===== config.mk =====
export PLATFORM = sky130hd
export DESIGN_NAME = demux1ne4_flat
export DESIGN_NICKNAME = d
export VERILOG_FILES = /design/src/rtl/demux1ne4_if.sv /design/src/rtl/demux1ne4.sv /design/src/flat_wrapper.sv
export SDC_FILE = /design/constraint.sdc
export NUM_CORES = 1
export LEC_CHECK = 0
export CAP_MARGIN = 20
export CORE_MARGIN = 2
export CORE_UTILIZATION = 45
export CTS_BUF_LIST = sky130_fd_sc_hd__clkbuf_16
export DETAILED_ROUTE_END_ITERATION = 16
export GPL_ROUTABILITY_DRIVEN = 0
export PLACE_DENSITY = 0.88
export SYNTH_ARGS = -nofsm -noshare
export SYNTH_HDL_FRONTEND = slang
export SYNTH_SLANG_ARGS = --single-unit
export TNS_END_PERCENT = 1

===== constraint.sdc =====
create_clock -name clk -period 1.65 [get_ports clk]
set_clock_uncertainty 0.05 [all_clocks]
set_input_delay 0.165 -clock clk [delete_from_list [all_inputs] [get_ports clk]]
set_output_delay 0.165 -clock clk [all_outputs]
set_load 0.005 [all_outputs]

===== src/rtl/demux1ne4_if.sv =====
// Producer/consumer bundle for the demux1ne4 word distributor.
// Bcast exists only when DEMUX1NE4_BCAST_EN is defined.
interface demux1ne4_if #(
    parameter int unsigned WIDTH = 16
);
    logic [WIDTH-1:0] Hyrja;
    logic [1:0]       S;
    logic             Hyrja_valid;
    logic             Hyrja_ready;
    logic [WIDTH-1:0] D0;
    logic [WIDTH-1:0] D1;
    logic [WIDTH-1:0] D2;
    logic [WIDTH-1:0] D3;
    logic [3:0]       V;
    logic [3:0]       R;
`ifdef DEMUX1NE4_BCAST_EN
    logic             Bcast;
`endif

    // master: producer plus the four consumers; slave: the distributor
    modport master (
        output Hyrja, S, Hyrja_valid, R,
`ifdef DEMUX1NE4_BCAST_EN
        output Bcast,
`endif
        input  Hyrja_ready, D0, D1, D2, D3, V
    );

    modport slave (
        input  Hyrja, S, Hyrja_valid, R,
`ifdef DEMUX1NE4_BCAST_EN
        input  Bcast,
`endif
        output Hyrja_ready, D0, D1, D2, D3, V
    );
endinterface


===== src/rtl/demux1ne4.sv =====
// Registered 1-to-4 word distributor with one-entry slot per destination.
// Optional broadcast to all four slots when DEMUX1NE4_BCAST_EN is defined.
module demux1ne4 #(
    parameter int unsigned WIDTH = 16
) (
    input logic         clk,
    input logic         rst,
    demux1ne4_if.slave  bus
);
    logic [WIDTH-1:0] d_q [4];
    logic [WIDTH-1:0] d_d [4];
    logic [3:0]       v_q;
    logic [3:0]       v_d;
    logic [3:0]       free;
    logic [3:0]       target;
    logic             ready;
    logic             accept;

    always_comb begin
        // a slot being drained this cycle can be refilled in the same cycle
        free   = ~v_q | bus.R;
        target = 4'b0001 << bus.S;
        ready  = free[bus.S];
`ifdef DEMUX1NE4_BCAST_EN
        if (bus.Bcast) begin
            target = '1;
            ready  = &free;
        end
`endif
        accept = bus.Hyrja_valid & ready;
        for (int unsigned i = 0; i < 4; i++) begin
            d_d[i] = d_q[i];
            v_d[i] = v_q[i] & ~bus.R[i];
            if (accept && target[i]) begin
                d_d[i] = bus.Hyrja;
                v_d[i] = 1'b1;
            end
        end
    end

    always_ff @(posedge clk) begin
        if (rst) begin
            for (int unsigned i = 0; i < 4; i++) begin
                d_q[i] <= '0;
            end
            v_q <= '0;
        end else begin
            for (int unsigned i = 0; i < 4; i++) begin
                d_q[i] <= d_d[i];
            end
            v_q <= v_d;
        end
    end

    assign bus.Hyrja_ready = ready;
    assign bus.D0          = d_q[0];
    assign bus.D1          = d_q[1];
    assign bus.D2          = d_q[2];
    assign bus.D3          = d_q[3];
    assign bus.V           = v_q;
endmodule


===== src/flat_wrapper.sv =====
// flat-port wrapper written by rule: the top's interface ports become plain ports
module demux1ne4_flat 
#(
    parameter int unsigned WIDTH = 16
)
  (clk, rst, bus_Hyrja, bus_S, bus_Hyrja_valid, bus_R, bus_Hyrja_ready, bus_D0, bus_D1, bus_D2, bus_D3, bus_V);
  demux1ne4_if #(.WIDTH(WIDTH)) bus_i ();
  input logic clk;
  input logic rst;
  input wire logic [$bits(bus_i.Hyrja)-1:0] bus_Hyrja;
  input wire logic [$bits(bus_i.S)-1:0] bus_S;
  input wire logic [$bits(bus_i.Hyrja_valid)-1:0] bus_Hyrja_valid;
  input wire logic [$bits(bus_i.R)-1:0] bus_R;
  output wire logic [$bits(bus_i.Hyrja_ready)-1:0] bus_Hyrja_ready;
  output wire logic [$bits(bus_i.D0)-1:0] bus_D0;
  output wire logic [$bits(bus_i.D1)-1:0] bus_D1;
  output wire logic [$bits(bus_i.D2)-1:0] bus_D2;
  output wire logic [$bits(bus_i.D3)-1:0] bus_D3;
  output wire logic [$bits(bus_i.V)-1:0] bus_V;
  assign bus_i.Hyrja = bus_Hyrja;
  assign bus_i.S = bus_S;
  assign bus_i.Hyrja_valid = bus_Hyrja_valid;
  assign bus_i.R = bus_R;
  assign bus_Hyrja_ready = bus_i.Hyrja_ready;
  assign bus_D0 = bus_i.D0;
  assign bus_D1 = bus_i.D1;
  assign bus_D2 = bus_i.D2;
  assign bus_D3 = bus_i.D3;
  assign bus_V = bus_i.V;
  demux1ne4 #(.WIDTH(WIDTH)) u_core (.clk(clk), .rst(rst), .bus(bus_i));
endmodule

# Word level (Yosys, flattened, before mapping)
# Memory sizes are Yosys's and may differ from the RTL's.
# Index checks and enable logic that the tools add are counted.
# op_classes
bitwise_logic	15
n_reduce_logical	4
n_lt_le_gt_ge	1
mux	17
n_shift	1
# ops
operator	n
$mux 16	8
$mux 1	8
$and 1x1->1	5
$logic_and 1x1->1	4
$not 1->1	4
$not 4->4	1
$or 1x1->1	4
$or 4x4->4	1
$shl 1x2->4 const A	1
$lt 2x3->1 const B	1
$bmux 1 s2	1
# totals
wordCells	40
ram_bits	64
ff_bits	4
out_inout_bits	69
mem_count	1
# memory_table
name	words	width	rd	rd_ports_with_merged_regs	wr	line_no	rtl
u_core.d_q	4	16	4	0	4	demux1ne4.sv:10	logic [WIDTH-1:0] d_q [4];

# Logic depth before layout (Yosys ltp)
# Gate-level depths: netlist (run 1).
# logic_depth
ltp_word	8
depth_mapped	5

# Worst setup path before layout (run 1)
# OpenSTA, ideal clock, no wires.
# synth_timing
kind	register to register
startpoint	register u_core.v_q[1] (netlist: u_core.bus.V[1])
endpoint	memory u_core.d_q[1][10]
required_time_ns	1.528
arrival_ns	1.109
setup_ns	0.072
period_less_slack_ns	1.230
n_path_buf	1
setup_slack_ns	0.420
path_stages_with_launch	5
cell_sequence	dfxtp_1 > nor2b_1 > nor3_2 > buf_4 > mux2i_1
# synth_lines
element	line_no	rtl
from (decl)	demux1ne4.sv:12	logic [3:0] v_q;
from (signal assigned)	demux1ne4.sv:51	v_q <= v_d;
to (decl)	demux1ne4.sv:10	

# Worst setup path after layout (run 1)
# layout_timing
startpoint	input bus_S[1]
endpoint	output bus_Hyrja_ready
# layout_between
elab_chain_len	2
# layout_lines
element	line_no	rtl
from (decl)	flat_wrapper.sv:11	input wire logic [$bits(bus_i.S)-1:0] bus_S;
$bmux 1 s2	demux1ne4.sv:23	ready = free[bus.S];
$mux 1 (implied by the code)	demux1ne4.sv:23	
to (decl)	flat_wrapper.sv:14	output wire logic [$bits(bus_i.Hyrja_ready)-1:0] bus_Hyrja_ready;
# Every way passes these cells. The select of a mux whose other input is x is not followed.

==> key figures, run 1 <==
STA
  – Tightest Pin Transition: 0.2736 ns
  – Slew Limit Fails: 0
  – Fmax: 648.9 MHz
  – Final hold violations: 0
  – TNS Setup: 0 ns
  – Endpoints failing setup: 0
  – Worst relative slew slack: 0.8166
  – Min cycle time layout: 1.541 ns
  – Final worst path period share: 0.9340
  – Unrepaired setup endpoints after global routing: false
  – Final hold slack: 0.2528 ns

Die
  – Chip height: 82.05 um
  – Core area: 5921 sq um
  – Starting Density: 0.4630
  – Die ar.: 6732 sq um
  – Cell row count: 28
  – Die X: 82.05 um
  – I/O pins: 94

Yosys
  – Synthesized cell area: 2741 sq um
  – Count of cell types in the netlist: 19
  – Post-Syn Area per Cell: 11.10 sq um
  – Synth Area in Simple Gates: 0.2154
  – Mux cell area share after synthesis: 0.2419
  – Top cell type's share of synthesized area: 0.4966
  – Seq/Total Area, Yosys: 0.4966
  – Post-Syn Nets: 272
  – Largest family of logic cells by synthesized area: multiplexers
  – Post-Synth XOR/XNOR Area: 0
  – Warnings, synthesis: 0
  – Gate Count Post-Synth: 247
  – Adder and majority gate portion of the synthesized area: 0
  – Top area cells in the synthesized netlist: dfxtp_1 50%, mux2i_1 23%, nand2b_1 19%
  – Area fraction in compound gates after synthesis: 0.007303
  – Yosys reg bits: 68
  – Area leader, netlist: dfxtp_1

Route
  – DR vias/cell: 4.815
  – TritonRoute pass-1 iters: 4
  – Post-route DRC violation count: 0
  – Detailed-route wire length: 6333 um
  – Routed Antenna Nets: 0
  – Wire length per cell: 14.87 um
  – Via count: 2051
  – Drt initial violations: 70

Final layout
  – Layout Utilization: 0.6965
  – Fraction of layout cells with a size suffix above 1: 0.1026
  – Ant. Diodes: 0
  – Post-layout net count: 371
  – Area Growth Syn to Fin: 50.43%

Setup path
  – Max FO, Critical Path: 2
  – Endpoint class of the critical path: output pin
  – Critical path arrival: 1.33 ns
  – CP required: 1.43 ns
  – Critical path class: in -> out
  – CP startpoint kind: primary input

Clock network
  – Setup Fix Bufs, Post-CTS: 0
  – Clock sinks: 68
  – Max clock buf depth: 2
  – Worst-Skew Late Latency: 0.32 ns
  – CTS H-tree lvls: 3
  – Total CTS buffers: 9
  – CTS tree: built
  – Clock-pin slew on the worst setup and hold paths: 0.05 ns
  – Clk root buf: clkbuf_16

Power and ir drop
  – Leak: 1.765 nW
  – Pwr Density: 1007 nW/um^2
  – Max VDD drop: 0.6174 mV

Placement
  – Buffers on Ports: 93
  – DP HPWL: 4339 um

Job
  – Maxcap violations: 0

Global route
  – Largest net degree at the start of global routing: 85
  – Global route overflow: 0
  – Gr usage total: 0.2006
  – First-pass GRT wire length: 10140 um
  – Initial antenna violation count: 0
  – Number of global-route vias before repair: 2123

Hold path
  – Worst Hold Class: in -> reg

Status
  – Run status: finished, final reports clean
==> per-stage QoR <==
step	power (mW)	setup WS [ns]	area, sq um	std cells
finish	4.153	0.1090	4124	426
global route	4.276	0.05371	4124	426
CTS	4.183	0.01003	4129	426
detailed placement	2.174	-0.2556	3795	410
global placement	2.164	-0.1996	3795	410
floorplan	1.947	0.4195	2741	247
==> path summary, 6_finish.rpt <==
path / cells after the start / from / end / slack [ns]
max: 3 / bus_S[1] / bus_Hyrja_ready / 0.11
min: 3 / rst / u_core.bus.V[1] / 0.25
max reg2reg: 3 / u_core.bus.V[1] / u_core.d_q[1][15] / 0.35
min reg2reg: 2 / u_core.d_q[3][6] / u_core.d_q[3][6] / 0.42
==> report_power, final <==
part,leakage [nW],internal (mW),switching (mW)
Sequential,0.554,1.70,0.0324
Combinational,1.06,0.255,0.151
Clock,0.147,1.31,0.698
==> registers in the layout, summed over array words and instances (netlist names) <==
register / flops
u_core.bus.V: 4
u_core.d_q: 64
==> cell families after synthesis <==
group,count (synthesis)
simple gates,93
flops,68
mux,65
buf+inv,17
compound gates,4
==> synth_stat cells, drive strengths merged <==
master  instances
nand2b         84
nand3b          1
nor3            1
clkbuf         10
mux2i          64
nand2           1
and3            1
mux4            1
nand4           1
nand3           1
and2b           1
a21oi           4
dfxtp          68
or3             1
nor2b           1
buf             7
==> final cells by class <==
cell class,instances,area (sq um)
flip-flops and latches,68,1364
multi-input cells,162,1289
well taps,75,93.84
clock buffers,9,225.2
fillers,444,1797
repair buffers,105,1061
clock inverters,7,91.34
==> routing by layer <==
| layer | up-vias | GRT usage | wire, um | share of wire |
|---|---|---|---|---|
| met3 | 8 | 0.04615 | 286 | 0.045 |
| met4 | 0 | 0.07500 | 72 | 0.011 |
| li1 | 1022 | - | - | - |
| met5 | - | 0 | 0 | 0 |
| met1 | 962 | 0.2399 | 2840 | 0.45 |
| met2 | 59 | 0.3488 | 3133 | 0.49 |
==> worst max-delay path, stage by stage <==
cell,delay (ns)
clkdlybuf4s50_1,0.53
mux4_2,0.51
clkbuf_2,0.12
==> placed cells by master, fill, tap and decap left out <==
cell type,instances
clkinvlp_4,2
or3_1,1
nand2b_4,2
a21oi_1,4
dfxtp_2,2
clkdlybuf4s50_1,91
nand2_1,1
buf_4,8
nand2b_1,82
and3_1,1
mux2i_1,64
buf_12,4
clkbuf_16,9
nand3_2,1
nor2b_1,1
buf_2,1
clkinv_4,1
dfxtp_1,66
mux4_2,1
nand4_1,1
clkinv_1,2
nand3b_1,1
bufinv_16,2
nor3_2,1
and2b_2,1
clkbuf_2,1
==> what timing repair did <==
action / in CTS / in global routing
gates resized for setup: 6 / 1
hold buffers: 0 / 0
endpoints found under the setup margin: 1 / 1
Note: power is estimated with default switching activity, not from simulation.
==> run 2, diff against run 1 <==
==> constraint.sdc (replaced) <==
create_clock -name clk -period 1.42 [get_ports clk]
set_clock_uncertainty 0.05 [all_clocks]
set_input_delay 0.142 -clock clk [delete_from_list [all_inputs] [get_ports clk]]
set_output_delay 0.142 -clock clk [all_outputs]
set_load 0.005 [all_outputs]
==> key figures, run 2 (synthesized netlist as in run 1, its figures left out) <==
Route
  – Routed Antenna Nets: 0
  – DR vias/cell: 4.844
  – Post-route DRC violation count: 0
  – Drt initial violations: 64
  – Via count: 2078
  – Detailed-route wire length: 6299 um
  – TritonRoute pass-1 iters: 4
  – Wire length per cell: 14.68 um

Setup path
  – Critical path arrival: 1.33 ns
  – R2R Path End: u_core.d_q[3][10]
  – Cell Chain, Critical Path: nand2b_1 -> mux4_2 -> buf_6
  – CP required: 1.23 ns
  – Critical path class: reg -> out
  – Slowest-stage cell, CP: mux4_2
  – Flop2flop setup slack: 0.01 ns
  – Max FO, Critical Path: 2
  – R2R cell count: 7
  – Endpoint class of the critical path: output pin
  – CP startpoint kind: flop
  – Worst r2r src: u_core.bus.V[3]
  – Max stage delay on crit path: 0.48 ns

Die
  – Core area: 5921 sq um
  – Die X: 82.05 um
  – Cell row count: 28
  – Starting Density: 0.4630
  – I/O pins: 94
  – Die ar.: 6732 sq um
  – Chip height: 82.05 um

STA
  – Worst relative slew slack: 0.8196
  – Final hold violations: 0
  – Tightest Pin Transition: 0.2706 ns
  – Unrepaired setup endpoints after global routing: true
  – Min cycle time layout: 1.524 ns
  – Fmax: 656.2 MHz
  – Final hold slack: 0.1616 ns
  – Final worst path period share: 1.073
  – Fin worst setup slack: -0.1040 ns
  – Endpoints failing setup: 1
  – Slew Limit Fails: 0

Clock network
  – Max clock buf depth: 2
  – Worst-Skew Late Latency: 0.32 ns
  – Clock sinks: 68
  – Clk root buf: clkbuf_16
  – Total CTS buffers: 9
  – CTS tree: built
  – Clock-pin slew on the worst setup and hold paths: 0.05 ns
  – CTS H-tree lvls: 3

Global route
  – Global route overflow: 0
  – Largest net degree at the start of global routing: 44
  – First-pass GRT wire length: 9901 um
  – Number of global-route vias before repair: 2030
  – Gr usage total: 0.1973
  – Initial antenna violation count: 0

Status
  – Run status: finished with violations
  – Failing checks: setup timing

Final layout
  – Area Growth Syn to Fin: 50.80%
  – Biggest register: u_core.d_q
  – Layout Utilization: 0.6982
  – Fraction of layout cells with a size suffix above 1: 0.1158
  – Most frequent cells in the layout: 90 x clkdlybuf4s50_1, 82 x nand2b_1, 64 x mux2i_1, 63 x dfxtp_1, 9 x clkbuf_16
  – Commonest non-fill, non-tap cell in the layout: clkdlybuf4s50_1
  – Post-layout net count: 375
  – Largest register FFs: 64
  – Cell area after layout: 4134 sq um
  – Ant. Diodes: 0

Hold path
  – Hold path cells: 3
  – Hold Path Sink: u_core.bus.V[2]
  – Min-Delay Startpoint: rst
  – Worst Hold Class: in -> reg

Placement
  – Placed instance area: 3820 sq um
  – Buffers on Ports: 93
  – Pre-CTS setup slack: -0.3936 ns
  – DP HPWL: 4321 um

Power and ir drop
  – Max VDD drop: 1.117 mV
  – Pwr Density: 1063 nW/um^2
  – Leak: 1.794 nW

Job
  – Maxcap violations: 0
[run 2: changes by cell type in the layout (fill, tap and decap cells not counted), sizes merged, moves of 2 or more]
cell / previous run / this run
buf: 13 / 18
bufinv: 2 / 0
clkinvlp: 2 / 0
inv: 0 / 2
[run 2: through the flow]
stage	TNS (ns)	cells	power (mW)
2_1_floorplan	0	247	2.262
3_3_place_gp	-5.971	410	2.521
3_5_place_dp	-7.248	410	2.533
4_1_cts	-0.08635	427	4.413
5_1_grt	-0.3619	429	4.538
6_report	-0.1040	429	4.394
[run 2: worst max path at each step]
stage	startpoint	to	slack [ns]	depth (start not counted)
CTS	u_core.bus.V[3]	bus_Hyrja_ready	-0.09	3
global placement	bus_R[1]	bus_Hyrja_ready	-0.39	4
floorplan	u_core.bus.V[1]	u_core.d_q[1][10]	0.19	4
global route	u_core.bus.V[3]	bus_Hyrja_ready	-0.12	3
finish	u_core.bus.V[3]	bus_Hyrja_ready	-0.10	3
detailed placement	bus_R[1]	bus_Hyrja_ready	-0.39	4
[run 2: per-layer routing]
layer,wire length (um),part of all wire,global-route usage,vias to the layer above
li1,-,-,-,1025
met1,2667,0.42,0.2340,978
met2,3122,0.50,0.3285,64
met3,373,0.059,0.05055,11
met4,136,0.022,0.1017,0
met5,0,0,0,-
[run 2: what timing repair did]
action                                  CTS  global route
endpoints found under the hold margin     0             0
setup buffers                             2             2
endpoints found under the setup margin    2             9
gates resized for setup                   7             9
hold buffers                              0             0
[run 2: critical path, delay by kind of cell (launching register included)]
family	cells	cell delay, ns
mux	1	0.48
flops	1	0.33
buf+inv	1	0.13
simple gates	1	0.07
[run 2: cell type report]
| class | count | area (sq um) |
|---|---|---|
| Clock buffer | 9 | 225.2 |
| Clock inverter | 6 | 25.02 |
| Tap cell | 75 | 93.84 |
| Timing Repair Buffer | 109 | 1129 |
| Sequential cell | 68 | 1368 |
| Fill cell | 432 | 1787 |
| Multi-Input combinational cell | 162 | 1294 |
[run 2: power breakdown]
part	leakage (nW)	total, mW	internal (mW)	switching, mW
Sequential	0.555	2.02	1.98	0.0385
Combinational	1.11	0.484	0.307	0.177
Clock	0.133	1.89	1.14	0.754
Total	1.79	4.39	3.42	0.969
==> RTL edit: new RTL, config.mk and constraints of run 2 <==
Make the reset (`rst`) asynchronous in one clocked block.
--- a/src/rtl/demux1ne4.sv
+++ b/src/rtl/demux1ne4.sv
@@ -38,7 +38,7 @@
         end
     end
 
-    always_ff @(posedge clk) begin
+    always_ff @(posedge clk or posedge rst) begin
         if (rst) begin
             for (int unsigned i = 0; i < 4; i++) begin
                 d_q[i] <= '0;
Check against the original RTL: differs if rst is asserted again (counterexample within 4 cycles, from zero or initial values and one cycle with rst high); with rst held inactive, the same outputs for 10 cycles.
==> RTL edit against run 2 <==
  * The flow still finishes with violations (negative setup slack)
  * Synthesized area down 0.46%
  * Wire length is 1.7% higher
  * Register-to-register slack worse by 0.16 ns
  * Synthesized cell count down 37%
  * Die area shrank 0.44%
  * Worst setup slack worse by 0.076 ns
  * Cell area is 4.4% higher
  * Global-route usage increased by 0.75 points
  * Sequential cell count did not move
  * Critical path type unchanged
  * Largest cell class unchanged
Power is not compared: it rests on default switching activity, and its combinational part moved more than twofold at a synthesized area within 25%.
==> RTL edit: results (changes against run 2) <==
{| class="wikitable"
! Metric !! Value
|-
| Total of buffers placed on input and output ports || 93 (unchanged)
|-
| Outcome || finished, violations left
|-
| Category of cells accounting for the largest share of critical-path delay || multiplexers
|-
| GRT Util Overall || 0.205 (+0.00750)
|-
| First-pass GRT wire length || 10.0 mm (+1.1%)
|-
| Routed vias/inst || 4.96 (+2.4%)
|-
| Root cell of the clock tree || sky130_fd_sc_hd__clkbuf_16
|-
| Hpwl dp || 4.34 mm (+0.49%)
|-
| DR iter-0 viols || 63 (-1.6%)
|-
| Worst stage delay on the critical path || 0.48 ns (about the same)
|-
| Failing checks || negative setup slack
|-
| Antenna violations before repair || 0 (unchanged)
|-
| Total number of H-tree levels || 3 (unchanged)
|-
| Final Setup Violations || 46 (+45)
|-
| Total wire length after detailed routing || 6.41 mm (+1.7%)
|-
| Post-synthesis async set-or-reset flop share || 1.00 (+1.00)
|-
| TritonRoute pass-1 iters || 4 (unchanged)
|-
| Worst-path cell with the longest stage delay || sky130_fd_sc_hd__mux4_2
|-
| Minimum setup slack in the final design || -0.180 ns (-0.0758 ns)
|-
| Yosys warns || 0 (unchanged)
|-
| Top cells by count, synth || 68 x sky130_fd_sc_hd__dfrtp_1, 40 x sky130_fd_sc_hd__mux2_2, 20 x sky130_fd_sc_hd__mux2_4
|-
| VDD IR max || 1050 uV
|-
| Detailed-route DRC error count || 0 (unchanged)
|-
| Worst hold path type || in -> async
|-
| Share of post-route cells with drive strength above 1 || 0.379 (+0.263)
|-
| Vias in the first global route || 1925 (-5.2%)
|-
| Total number of nets in the final design || 298 (-21%)
|-
| Crit path DAT || 1.41 ns (+0.08 ns)
|-
| Total nets after synthesis || 181 (-33%)
|-
| Antenna fix cells || 0 (unchanged)
|-
| Post-synthesis sequential area ratio || 0.624 (+0.127)
|-
| Largest cells by area after synthesis || sky130_fd_sc_hd__dfrtp_1 62%, sky130_fd_sc_hd__mux2_2 17%, sky130_fd_sc_hd__mux2_4 11%
|-
| Worst-Skew Late Latency || 0.32 ns (about the same)
|-
| Congestion Overflow GR || 0 (unchanged)
|-
| Synth cell types || 20 (+1)
|-
| Clock-pin slew on the worst setup and hold paths || 0.06 ns
|-
| Largest net degree at the start of global routing || 66 (+50%)
|-
| Leakage component of the power || 0.00213 uW
|-
| Actual slew at the worst max-slew pin || 0.351 ns (+0.0805 ns)
|}
RTL edit: path summary, 6_finish.rpt:
kind                                   start                 to  slack [ns]  cells past startpoint
min                                      rst    u_core.bus.V[2]       0.008                      2
max                          u_core.bus.V[1]    bus_Hyrja_ready       -0.18                      3
min reg2reg                u_core.bus.D0[14]  u_core.bus.D0[14]        0.45                      1
min in group clk                    bus_S[1]    u_core.bus.V[2]        0.12                      3
max reg2reg                  u_core.bus.V[1]   u_core.bus.D1[5]       -0.15                      5
max in group asynchronous                rst  u_core.bus.D1[15]        0.77                      3
RTL edit: power by group through the flow:
stage | clock network, uW | registers [uW] | logic (uW)
3_3_place_gp | 0 | 2570 | 1520
5_1_grt | 2460 | 2610 | 1710
2_1_floorplan | 0 | 2590 | 514
3_5_place_dp | 0 | 2590 | 1570
4_1_cts | 2370 | 2570 | 1630
6_report | 2330 | 2560 | 1590
RTL edit: cell families (layout without fill, tap and decap cells):
kind of cell,Yosys count,count (layout),share of synthesized area
flip-flops,68,68,0.624
AO/OA/AOI/OAI,1,1,0.00183
multiplexers,65,65,0.301
AND/OR/NAND/NOR,15,15,0.0408
buffers and inverters,7,128,0.0326
RTL edit: stage by stage:
step                      hold WS [ns]  cell area (um2)  setup TNS (ns)  std cells  setup slack, ns
after floorplan                  0.200             2730          -0.507        156          -0.0507
after global placement           0.344             3850          -20.12        335           -0.410
after detailed placement         0.343             3850          -24.14        335           -0.486
after CTS                      0.00522             4220           -3.54        350           -0.200
after global routing            0.0162             4320           -6.76        352           -0.222
final                          0.00799             4320           -3.71        352           -0.180
RTL edit: timing repair:
item,in CTS,in global routing
resized for setup,23,33
buffers inserted,0,2
pin swaps,1,1
hold buffers,0,0
endpoints found under the setup margin,64,82
RTL edit: final cells by class:
cell class,count,area [um2]
Clock buffer,9,225
Sequential cell,68,1700
Timing Repair Buffer,112,1190
Multi-Input combinational cell,81,1010
Tap cell,75,93.8
Clock inverter,6,90.1
Fill cell,400,1570
Inverter,1,7.51
RTL edit: per-layer routing:
metal	wire [um]	global-route usage
met1	2650	0.253
met3	351	0.0659
met2	3300	0.341
met4	112	0.0683
met5	0	0
